`config.mk`:
```
export PLATFORM = sky130hd
export DESIGN_NAME = mux2_bus_arbiter
export DESIGN_NICKNAME = d
export VERILOG_FILES = /design/src/rtl/mux2_bus_arbiter.sv
export SDC_FILE = /design/constraint.sdc
export NUM_CORES = 1
export LEC_CHECK = 0
export BUFFER_PORTS_ARGS = -buffer_cell sky130_fd_sc_hd__buf_2
export CORE_MARGIN = 2
export CORE_UTILIZATION = 48
export DETAILED_ROUTE_END_ITERATION = 10
export PLACE_DENSITY = 0.85
export SLEW_MARGIN = 20
export SYNTH_ARGS = -nofsm -noshare
export SYNTH_HDL_FRONTEND = slang
export SYNTH_SLANG_ARGS = --single-unit
```
`constraint.sdc`:
```
create_clock -name clk -period 6.3 [get_ports clk]
set_input_delay 0.315 -clock clk [delete_from_list [all_inputs] [get_ports clk]]
set_output_delay 0.315 -clock clk [all_outputs]
set_load 0.005 [all_outputs]
```
`src/rtl/mux2_bus_arbiter.sv`:
```
// Two-requester round-robin arbiter feeding a one-entry output register with valid/ready handshake.
// Optional build macro ARB_FIXED_PRIO_EN: requester 0 always wins contention instead of round-robin.
module mux2_bus_arbiter #(
    parameter int WIDTH = 32,
    parameter int CNT_W = 16
) (
    input  logic             clk,
    input  logic             reset,
    input  logic             in0_valid,
    input  logic [WIDTH-1:0] in0_data,
    output logic             in0_ready,
    input  logic             in1_valid,
    input  logic [WIDTH-1:0] in1_data,
    output logic             in1_ready,
    output logic             out_valid,
    output logic [WIDTH-1:0] out_data,
    output logic             out_src,
    input  logic             out_ready,
    output logic [CNT_W-1:0] xfer_count
);

    typedef enum logic {
        EMPTY = 1'b0,
        FULL  = 1'b1
    } state_t;

    state_t             state_r;
    state_t             state_nxt_s;
    logic               last_grant_r;
    logic [WIDTH-1:0]   out_data_r;
    logic               out_src_r;
    logic [CNT_W-1:0]   xfer_count_r;
    logic               can_load_s;
    logic               grant_valid_s;
    logic               grant_s;
    logic               drain_s;

    localparam logic [CNT_W-1:0] CNT_ONE = {{(CNT_W-1){1'b0}}, 1'b1};

    assign out_valid  = (state_r == FULL);
    assign out_data   = out_data_r;
    assign out_src    = out_src_r;
    assign xfer_count = xfer_count_r;

    assign drain_s    = out_valid && out_ready;
    assign can_load_s = (state_r == EMPTY) || drain_s;

    // Grant selection; suppressed while reset is high so no word is accepted and then lost.
    always_comb begin
        grant_valid_s = 1'b0;
        grant_s       = 1'b0;
        if (can_load_s && !reset) begin
            case ({in1_valid, in0_valid})
                2'b01: begin
                    grant_valid_s = 1'b1;
                    grant_s       = 1'b0;
                end
                2'b10: begin
                    grant_valid_s = 1'b1;
                    grant_s       = 1'b1;
                end
                2'b11: begin
                    grant_valid_s = 1'b1;
`ifdef ARB_FIXED_PRIO_EN
                    grant_s       = 1'b0;
`else
                    grant_s       = ~last_grant_r;
`endif
                end
                default: begin
                    grant_valid_s = 1'b0;
                    grant_s       = 1'b0;
                end
            endcase
        end else begin
            grant_valid_s = 1'b0;
            grant_s       = 1'b0;
        end
    end

    assign in0_ready = grant_valid_s && !grant_s;
    assign in1_ready = grant_valid_s && grant_s;

    // Next-state: a grant always fills the register, a bare drain empties it.
    always_comb begin
        state_nxt_s = state_r;
        case (state_r)
            EMPTY: begin
                if (grant_valid_s) begin
                    state_nxt_s = FULL;
                end else begin
                    state_nxt_s = EMPTY;
                end
            end
            FULL: begin
                if (grant_valid_s) begin
                    state_nxt_s = FULL;
                end else if (out_ready) begin
                    state_nxt_s = EMPTY;
                end else begin
                    state_nxt_s = FULL;
                end
            end
            default: begin
                state_nxt_s = EMPTY;
            end
        endcase
    end

    // State register.
    always_ff @(posedge clk or posedge reset) begin
        if (reset) begin
            state_r <= EMPTY;
        end else begin
            state_r <= state_nxt_s;
        end
    end

    // Output word, source and arbitration history; last_grant resets to 1 so requester 0 wins first.
    always_ff @(posedge clk or posedge reset) begin
        if (reset) begin
            out_data_r   <= {WIDTH{1'b0}};
            out_src_r    <= 1'b0;
            last_grant_r <= 1'b1;
        end else if (grant_valid_s) begin
            out_data_r   <= grant_s ? in1_data : in0_data;
            out_src_r    <= grant_s;
            last_grant_r <= grant_s;
        end
    end

    // Completed-handshake counter, wraps silently.
    always_ff @(posedge clk or posedge reset) begin
        if (reset) begin
            xfer_count_r <= {CNT_W{1'b0}};
        end else if (drain_s) begin
            xfer_count_r <= xfer_count_r + CNT_ONE;
        end
    end

endmodule

```
==> flow_summary.ini, run 1 <==
[status]
status = completed

[layout]
stdcell_count = 355
final_layout_size_suffix_gt1_share_pct = 45.54
syn2layout_area_growth_pct = 33.82
fillCellCount = 365
num_antenna_cells = 0
final_nets = 372

[synthesis]
synth_top_area_share_pct = 56.66
synthArstFlopShare_pct = 100.0
synth_warnings = 0
syn_area_sq_mm = 0.002208
synth-seq-cells = 51
synth_top_family_by_area = compound AO/OA/AOI/OAI gates
yosys.area.top_type = dfrtp_1
synth-xor-area-share_pct = 5.949
syn_nets = 252
synth_area_leaders = dfrtp_1 (57%), a22o_1 (13%), a21o_1 (12%)
synthCells = 182
synth_compound_area_share_pct = 24.59
ys_seq_area_share_pct = 57.85
synth-simple-area-share_pct = 7.932
yosysUniqueCellTypes = 23
synth.avg_cell_area_sq_um = 12.13
synth-main-ff-cell = dfrtp_1
synthMuxAreaShare_pct = 0.5099
synth_fa_ha_area_share_pct = 0.5666
synth-edff-count = 0

[worst_setup_path]
endpoint_kind = output pin
cpMaxStageDelayCell = clkinv_2
worstPathArrival_ns = 2.13
slowest_delay_ns = 0.63
crit_chain = buf_2 > clkinv_2 > and4_1 > nor2_2 > buf_4 > buf_2
rr_worst_depth = 4
path_max_fanout = 53
crit_path_frequent_cell = buf_2
critPathKind = input pin to output pin
startpoint_type = input pin
worst-endpoint-required_ns = 5.98

[clocking]
cts_resized = 0
cts_sinks = 51
ctsLongestPathBuffers = 2
clockRootBuffer = clkbuf_8
htreeDepth = 2
clk_latency_ns = 0.30
cts_made_buffers = 5
cts.clk_slew.worst_paths_ns = 0.09
cts_tree = built
postCtsSetupBuffers = 0
cts-hold-fix-buffers = 0

[detailed_routing]
via_per_inst = 5.363
antenna_left = 0
wl_per_cell_um = 14.51
drc = 0
routed_wl_mm = 5.151
drtIter0Drc = 32
vias = 1904
first_pass_iters = 4

[sta]
setup_viol = 0
fin_crit_sh_pct = 38.82
clock_skew_ns = 0.008004
slew_headroom_pct = 43.90
max_freq_ghz = 0.4089
worst_pin_slew_ns = 0.8406
fin_crit_ns = 2.446
tns_ns = 0
maxSlewViolCount = 0
finalHoldViolations = 0
rsz0062_at_grt = false

[global_routing]
grt_max_degree = 54
grt.total_usage_pct = 20.67
globalRoute.totalOverflow = 0
antenna_found_initial = 0
grt_pass1_vias = 1821
grt_first_pass_wirelength_mm = 8.342

[run]
maxCapViolations = 0

[floorplan]
die-width_um = 71.83
die_h_um = 71.83
die_area_sq_mm = 0.005160
rows = 24
core_sq_mm = 0.004384
ios = 121
initial_core_util_pct = 50.37

[placed_design]
place_congestion = 0.8018
dp_cells = 347
io_buffer_count = 120
dp_hpwl_mm = 3.731

[power_and_ir_drop]
p_total_mw = 0.8595
p_leak_nw = 1.738
power.density_mw_per_mm2 = 290.8
vdd_drop_max_mv = 0.1809

[hold_path]
hold_class = input pin to asynchronous set/reset pin
-- final timing paths --
kind	startpoint	endpoint	slack, ns
worst min-delay path	reset	xfer_count[9]$_DFFE_PP0P_	0.15
max in group asynchronous	reset	xfer_count[13]$_DFFE_PP0P_	5.65
worst max-delay path	reset	in0_ready	3.85
min in group clk	in0_data[26]	out_data[26]$_DFFE_PP0P_	0.21
worst min register to register	xfer_count[15]$_DFFE_PP0P_	xfer_count[15]$_DFFE_PP0P_	0.48
worst max register to register	xfer_count[5]$_DFFE_PP0P_	xfer_count[15]$_DFFE_PP0P_	4.68
-- layout make-up --
cell class | count | area [sq um] | share of cell area [%]
sequential | 51 | 1277 | 43.23
multi-input combinational | 118 | 873.3 | 29.55
timing repair buffer | 123 | 623.1 | 21.08
clock buffer | 7 | 96.34 | 3.260
tap | 52 | 65.06 | 2.202
inverter | 3 | 12.51 | 0.4234
clock inverter | 1 | 7.507 | 0.2540
-- power by group --
group	switching [mW]	total, mW	internal [mW]
logic	0.0938	0.221	0.128
registers	0.0457	0.436	0.391
clock network	0.102	0.202	0.0999
total	0.241	0.860	0.618
-- cell families (layout without fill, tap and decap cells) --
| kind of cell | Yosys count | after routing |
|---|---|---|
| AND/OR/NAND/NOR | 34 | 34 |
| XOR/XNOR | 15 | 15 |
| buffers and inverters | 13 | 134 |
| multiplexers | 1 | 1 |
| flip-flops | 51 | 51 |
| adder cells (fa/ha/maj) | 1 | 1 |
| AO/OA/AOI/OAI | 67 | 67 |
-- flip-flops by register name (all words and copies together), names as in the netlist --
| name | flops |
|---|---|
| last_grant_r | 1 |
| out_data | 32 |
| xfer_count | 16 |
| out_src | 1 |
| out_valid | 1 |
-- synthesized netlist by cell type (2+ instances only) --
cell type / instances
clkbuf_1: 3
a22o_1: 32
a21o_1: 34
and4_1: 2
dfrtp_1: 50
xor2_1: 7
nand2_1: 10
xnor2_1: 8
nor2_1: 7
nand4_1: 3
inv_1: 3
nand3_1: 5
buf_2: 7
nor3_1: 2
-- cell usage in the layout, fill, tap and decap left out, types with 2 or more instances in the layout --
master    instances
and4_1            2
clkbuf_8          7
a21o_1           34
nand3_1           5
nand2_1          10
xnor2_1           8
nor2_1            7
inv_1             2
nand4_1           3
a22o_1           32
nor3_1            2
buf_4             3
dfrtp_1          50
buf_2           120
xor2_1            7
-- metrics by stage --
stage	util (%)	setup WS, ns	hold WS [ns]	instance area [sq um]
floorplan	-	3.546	0.4313	2208
global placement	65.01	3.851	0.4570	2850
detailed placement	65.01	3.767	0.4573	2850
CTS	67.38	3.772	0.1990	2954
global route	67.41	3.597	0.1987	2955
finish	67.41	3.854	0.1468	2955
-- routing by layer --
layer	GRT usage, %	vias up	wire length [um]
met5	0	-	0
met4	6.289	0	61
met3	4.923	6	417
met2	35.39	86	2453
met1	26.10	908	2219
li1	-	904	-
-- critical path: cells and delay by family --
kind	cells	cell delay (ns)
buffers and inverters	4	1.23
AND/OR/NAND/NOR	2	0.55
Note: power is estimated with default switching activity, not from simulation.
==> run 2, diff against run 1 <==
Settings changed: CORE_UTILIZATION 48 to 40, PLACE_DENSITY 0.85 to 0.76.
Clock period 6.3 ns to 2.2 ns, I/O delays scaled along.
==> flow_summary.ini, run 2 (synthesized netlist as in run 1, its figures left out) <==
[power_and_ir_drop]
power_frac_seq_pct = 50.5
p_int_mw = 1.786
combPwrFrac_pct = 26.4
p_sw_mw = 0.6919
pwr-share-clk_pct = 23.1
power.density_mw_per_mm2 = 809.8
netSwitchingFraction_pct = 27.93
vdd_drop_max_mv = 0.3191
p_leak_nw = 1.776
p_total_mw = 2.477

[worst_setup_path]
worstPathArrival_ns = 1.71
path_max_fanout = 17
startpoint_type = input pin
crit_chain = dlygate4sd3_1 > buf_2 > clkinvlp_4 > o211ai_1 > buf_4 > nor2_2 > buf_4 > buf_2
worst-endpoint-required_ns = 2.09
cpMaxStageDelayCell = dlygate4sd3_1
slowest_delay_ns = 0.53
critPathKind = input pin to output pin
endpoint_kind = output pin

[global_routing]
antenna_found_initial = 0
grt_first_pass_wirelength_mm = 8.631
globalRoute.totalOverflow = 0
grt_max_degree = 38
grt.total_usage_pct = 17.77
grt_pass1_vias = 1830

[detailed_routing]
first_pass_iters = 4
drtIter0Drc = 56
drc = 0
via_per_inst = 5.052
vias = 1940
wl_per_cell_um = 14.16
antenna_left = 0
routed_wl_mm = 5.439

[sta]
setup_viol = 0
fin_crit_sh_pct = 82.53
maxSlewViolCount = 0
tns_ns = 0
worst_pin_slew_ns = 0.4547
max_freq_ghz = 0.5508
finalHoldViolations = 0
fin_crit_ns = 1.816
clock_skew_ns = 0.008019
setup_ws_ns = 0.3844
slew_headroom_pct = 69.69
rsz0062_at_grt = false

[floorplan]
ios = 121
core_sq_mm = 0.005405
die_area_sq_mm = 0.006131
die_h_um = 78.30
initial_core_util_pct = 40.86
die-width_um = 78.30
rows = 27

[clocking]
clockRootBuffer = clkbuf_8
cts_sinks = 51
ctsLongestPathBuffers = 2
cts-hold-fix-buffers = 5
clk_latency_ns = 0.29
cts_resized = 0
cts_tree = built
htreeDepth = 2
cts_made_buffers = 5
cts.clk_slew.worst_paths_ns = 0.09
postCtsSetupBuffers = 0

[hold_path]
hold_class = input pin to flop

[layout]
final_nets = 381
final_layout_size_suffix_gt1_share_pct = 45.19
num_antenna_cells = 0
layout_common_cells = buf_2 (120), dfrtp_1 (50), a21o_1 (34)
layout_commonest_cell = buf_2
stdcell_count = 384
syn2layout_area_growth_pct = 38.53
largest_register_ffs = 32

[status]
status = completed

[placed_design]
place_ws_ns = 0.6152
dp_hpwl_mm = 3.887
place_congestion = 0.7969
io_buffer_count = 120
dp_cells = 371

[run]
maxCapViolations = 0
run 2: per-layer routing:
layer,part of all wire (%),track usage (%),routed length [um]
met5,0,0,0
met4,0.44,4.211,24
met3,6.9,4.598,374
met2,49,30.00,2690
met1,43,23.01,2350
run 2: final cells by class:
type                       count  area, sq um
fill                         491         2346
sequential                    51         1277
multi-input combinational    118        873.3
timing repair buffer         132        703.2
clock buffer                   8        100.1
tap                           72        90.09
inverter                       3        15.01
run 2: path summary, 6_finish.rpt:
kind | startpoint | endpoint | slack (ns) | cells after the start
min in group asynchronous | reset | out_data[29]$_DFFE_PP0P_ | 0.42 | 4
worst max register to register | last_grant_r$_DFFE_PP1P_ | out_data[3]$_DFFE_PP0P_ | 0.60 | 5
worst min register to register | xfer_count[15]$_DFFE_PP0P_ | xfer_count[15]$_DFFE_PP0P_ | 0.48 | 1
worst min-delay path | in0_data[26] | out_data[26]$_DFFE_PP0P_ | 0.01 | 2
worst max-delay path | reset | in0_ready | 0.38 | 8
max in group asynchronous | reset | out_data[19]$_DFFE_PP0P_ | 1.34 | 4
run 2: power by group through the flow:
stage          clock (mW)  combinational, mW  sequential [mW]
5_1_grt             0.630              0.722             1.28
3_3_place_gp            0              0.640             1.25
4_1_cts             0.596              0.666             1.25
2_1_floorplan           0              0.325             1.27
3_5_place_dp            0              0.658             1.26
6_report            0.573              0.654             1.25
run 2: worst max-delay path: cells and delay by family:
family / cells / cell delay (ns)
buffers and inverters: 6 / 1.36
AOI/OAI and AO/OA: 1 / 0.12
and+or+nand+nor: 1 / 0.11
run 2: per-stage QoR:
| step | utilization, % | instance area [sq um] | hold slack [ns] |
|---|---|---|---|
| finish | 56.60 | 3059 | 0.01078 |
| global route | 56.60 | 3059 | 0.002903 |
| CTS | 56.60 | 3059 | 0.003261 |
| detailed placement | 53.82 | 2909 | 0.2001 |
| global placement | 53.82 | 2909 | 0.1925 |
| floorplan | - | 2212 | 0.1653 |
==> run 3, diff against run 2 <==
Clock period 2.2 ns to 1.55 ns, I/O delays scaled along.
==> flow_summary.ini, run 3 (synthesized netlist as in run 1, its figures left out) <==
[status]
status = completed

[sta]
worst_pin_slew_ns = 0.5088
rsz0062_at_grt = true
setup_viol = 0
fin_crit_sh_pct = 96.08
finalHoldViolations = 0
clock_skew_ns = 0.005735
max_freq_ghz = 0.6715
maxSlewViolCount = 0
holdWs_ns = 0.08099
fin_crit_ns = 1.489
slew_headroom_pct = 65.93
setup_ws_ns = 0.06075

[detailed_routing]
first_pass_iters = 4
antenna_left = 0
wl_per_cell_um = 14.22
via_per_inst = 4.963
drc = 0
drtIter0Drc = 98
vias = 2124
routed_wl_mm = 6.086

[worst_setup_path]
startpoint_type = flop
endpoint_kind = flop
worst-endpoint-required_ns = 1.78
path_max_fanout = 4
critPathKind = flop to flop
worstPathArrival_ns = 1.71

[hold_path]
hold_class = input pin to flop

[clocking]
cts_sinks = 51
cts.clk_slew.worst_paths_ns = 0.09
clockRootBuffer = clkbuf_8
cts_made_buffers = 5
ctsLongestPathBuffers = 2
cts_tree = built
htreeDepth = 2
clk_latency_ns = 0.29

[placed_design]
placed_area_sq_mm = 0.003019
place_congestion = 0.7458
io_buffer_count = 120
place_ws_ns = 0.006973
dp_hpwl_mm = 3.892

[layout]
seq_area_sq_mm = 0.001277
final_util_pct = 65.49
fillCellCount = 436
multiInputGateArea_sq_um = 894.6
final_layout_size_suffix_gt1_share_pct = 45.22
final_nets = 425
largest_register_ffs = 32
layout_commonest_cell = buf_2
fin_area_sq_mm = 0.003540
num_antenna_cells = 0
layout_common_cells = buf_2 (119), dfrtp_1 (50), a21o_1 (34)
syn2layout_area_growth_pct = 60.28

[floorplan]
rows = 27
die_h_um = 78.30
core_sq_mm = 0.005405
initial_core_util_pct = 40.86
die-width_um = 78.30
die_area_sq_mm = 0.006131
ios = 121

[power_and_ir_drop]
vdd_drop_max_mv = 0.5640
power.density_mw_per_mm2 = 1092
p_total_mw = 3.865
p_leak_nw = 2.014

[global_routing]
grt_max_degree = 34
grt_pass1_vias = 2104
antenna_found_initial = 0
grt_first_pass_wirelength_mm = 9.501
globalRoute.totalOverflow = 0
grt.total_usage_pct = 19.96

[run]
maxCapViolations = 0
==> run 3: metrics by stage <==
| stage | cells | setup TNS (ns) |
|---|---|---|
| CTS | 427 | 0 |
| floorplan | 182 | -13.62 |
| detailed placement | 384 | 0 |
| global placement | 384 | 0 |
| global route | 428 | -0.01654 |
| finish | 428 | 0 |
==> run 3: what timing repair did <==
| action | CTS | global route |
|---|---|---|
| pin swaps | 1 | 5 |
| resized for setup | 3 | 9 |
| hold buffers | 32 | 1 |
| hold endpoints to repair | 81 | 1 |
| endpoints found under the setup margin | 1 | 31 |
| setup buffers | 2 | 2 |
| gates cloned | 1 | 0 |
==> run 3: final timing paths <==
kind / start / end / slack [ns] / cells past startpoint
setup / recovery: xfer_count[1]$_DFFE_PP0P_ / xfer_count[15]$_DFFE_PP0P_ / 0.06 / 4
hold / removal: in1_data[19] / out_data[19]$_DFFE_PP0P_ / 0.08 / 3
setup reg to reg: xfer_count[1]$_DFFE_PP0P_ / xfer_count[15]$_DFFE_PP0P_ / 0.06 / 4
hold reg to reg: xfer_count[15]$_DFFE_PP0P_ / xfer_count[15]$_DFFE_PP0P_ / 0.48 / 1
max in group asynchronous: reset / out_data[23]$_DFFE_PP0P_ / 0.77 / 4
min in group asynchronous: reset / out_valid$_DFF_PP0_ / 0.42 / 4
==> run 3: where the power goes <==
part	leakage [nW]	total [mW]	internal (mW)	switching, mW
combinational	1.32	1.18	0.710	0.473
clock	0.0612	0.930	0.522	0.408
sequential	0.631	1.75	1.59	0.162
total	2.01	3.86	2.82	1.04
==> run 3: layout make-up <==
| class | count | share of cell area (%) |
|---|---|---|
| clock buffers | 6 | 2.333 |
| inverters | 3 | 0.4242 |
| flip-flops and latches | 51 | 36.09 |
| well taps | 72 | 2.545 |
| multi-input cells | 118 | 25.27 |
| repair buffers | 176 | 32.34 |
| clock inverters | 2 | 0.9898 |
==> run 3: routing by layer <==
layer / routed length [um] / track usage (%) / vias to the layer above / part of all wire [%]
met3: 406 / 5.862 / 6 / 6.7
li1: - / - / 1008 / -
met5: 0 / 0 / - / 0
met1: 2527 / 22.66 / 1025 / 42
met4: 63 / 5.439 / 0 / 1.0
met2: 3089 / 36.47 / 85 / 51
==> run 3: critical path, cell delays in order (launching register included) <==
cell and delay, ns:
dfrtp_1 0.40, nand4_1 0.15, or4_4 0.55, nor3_4 0.18
xor2_1 0.15
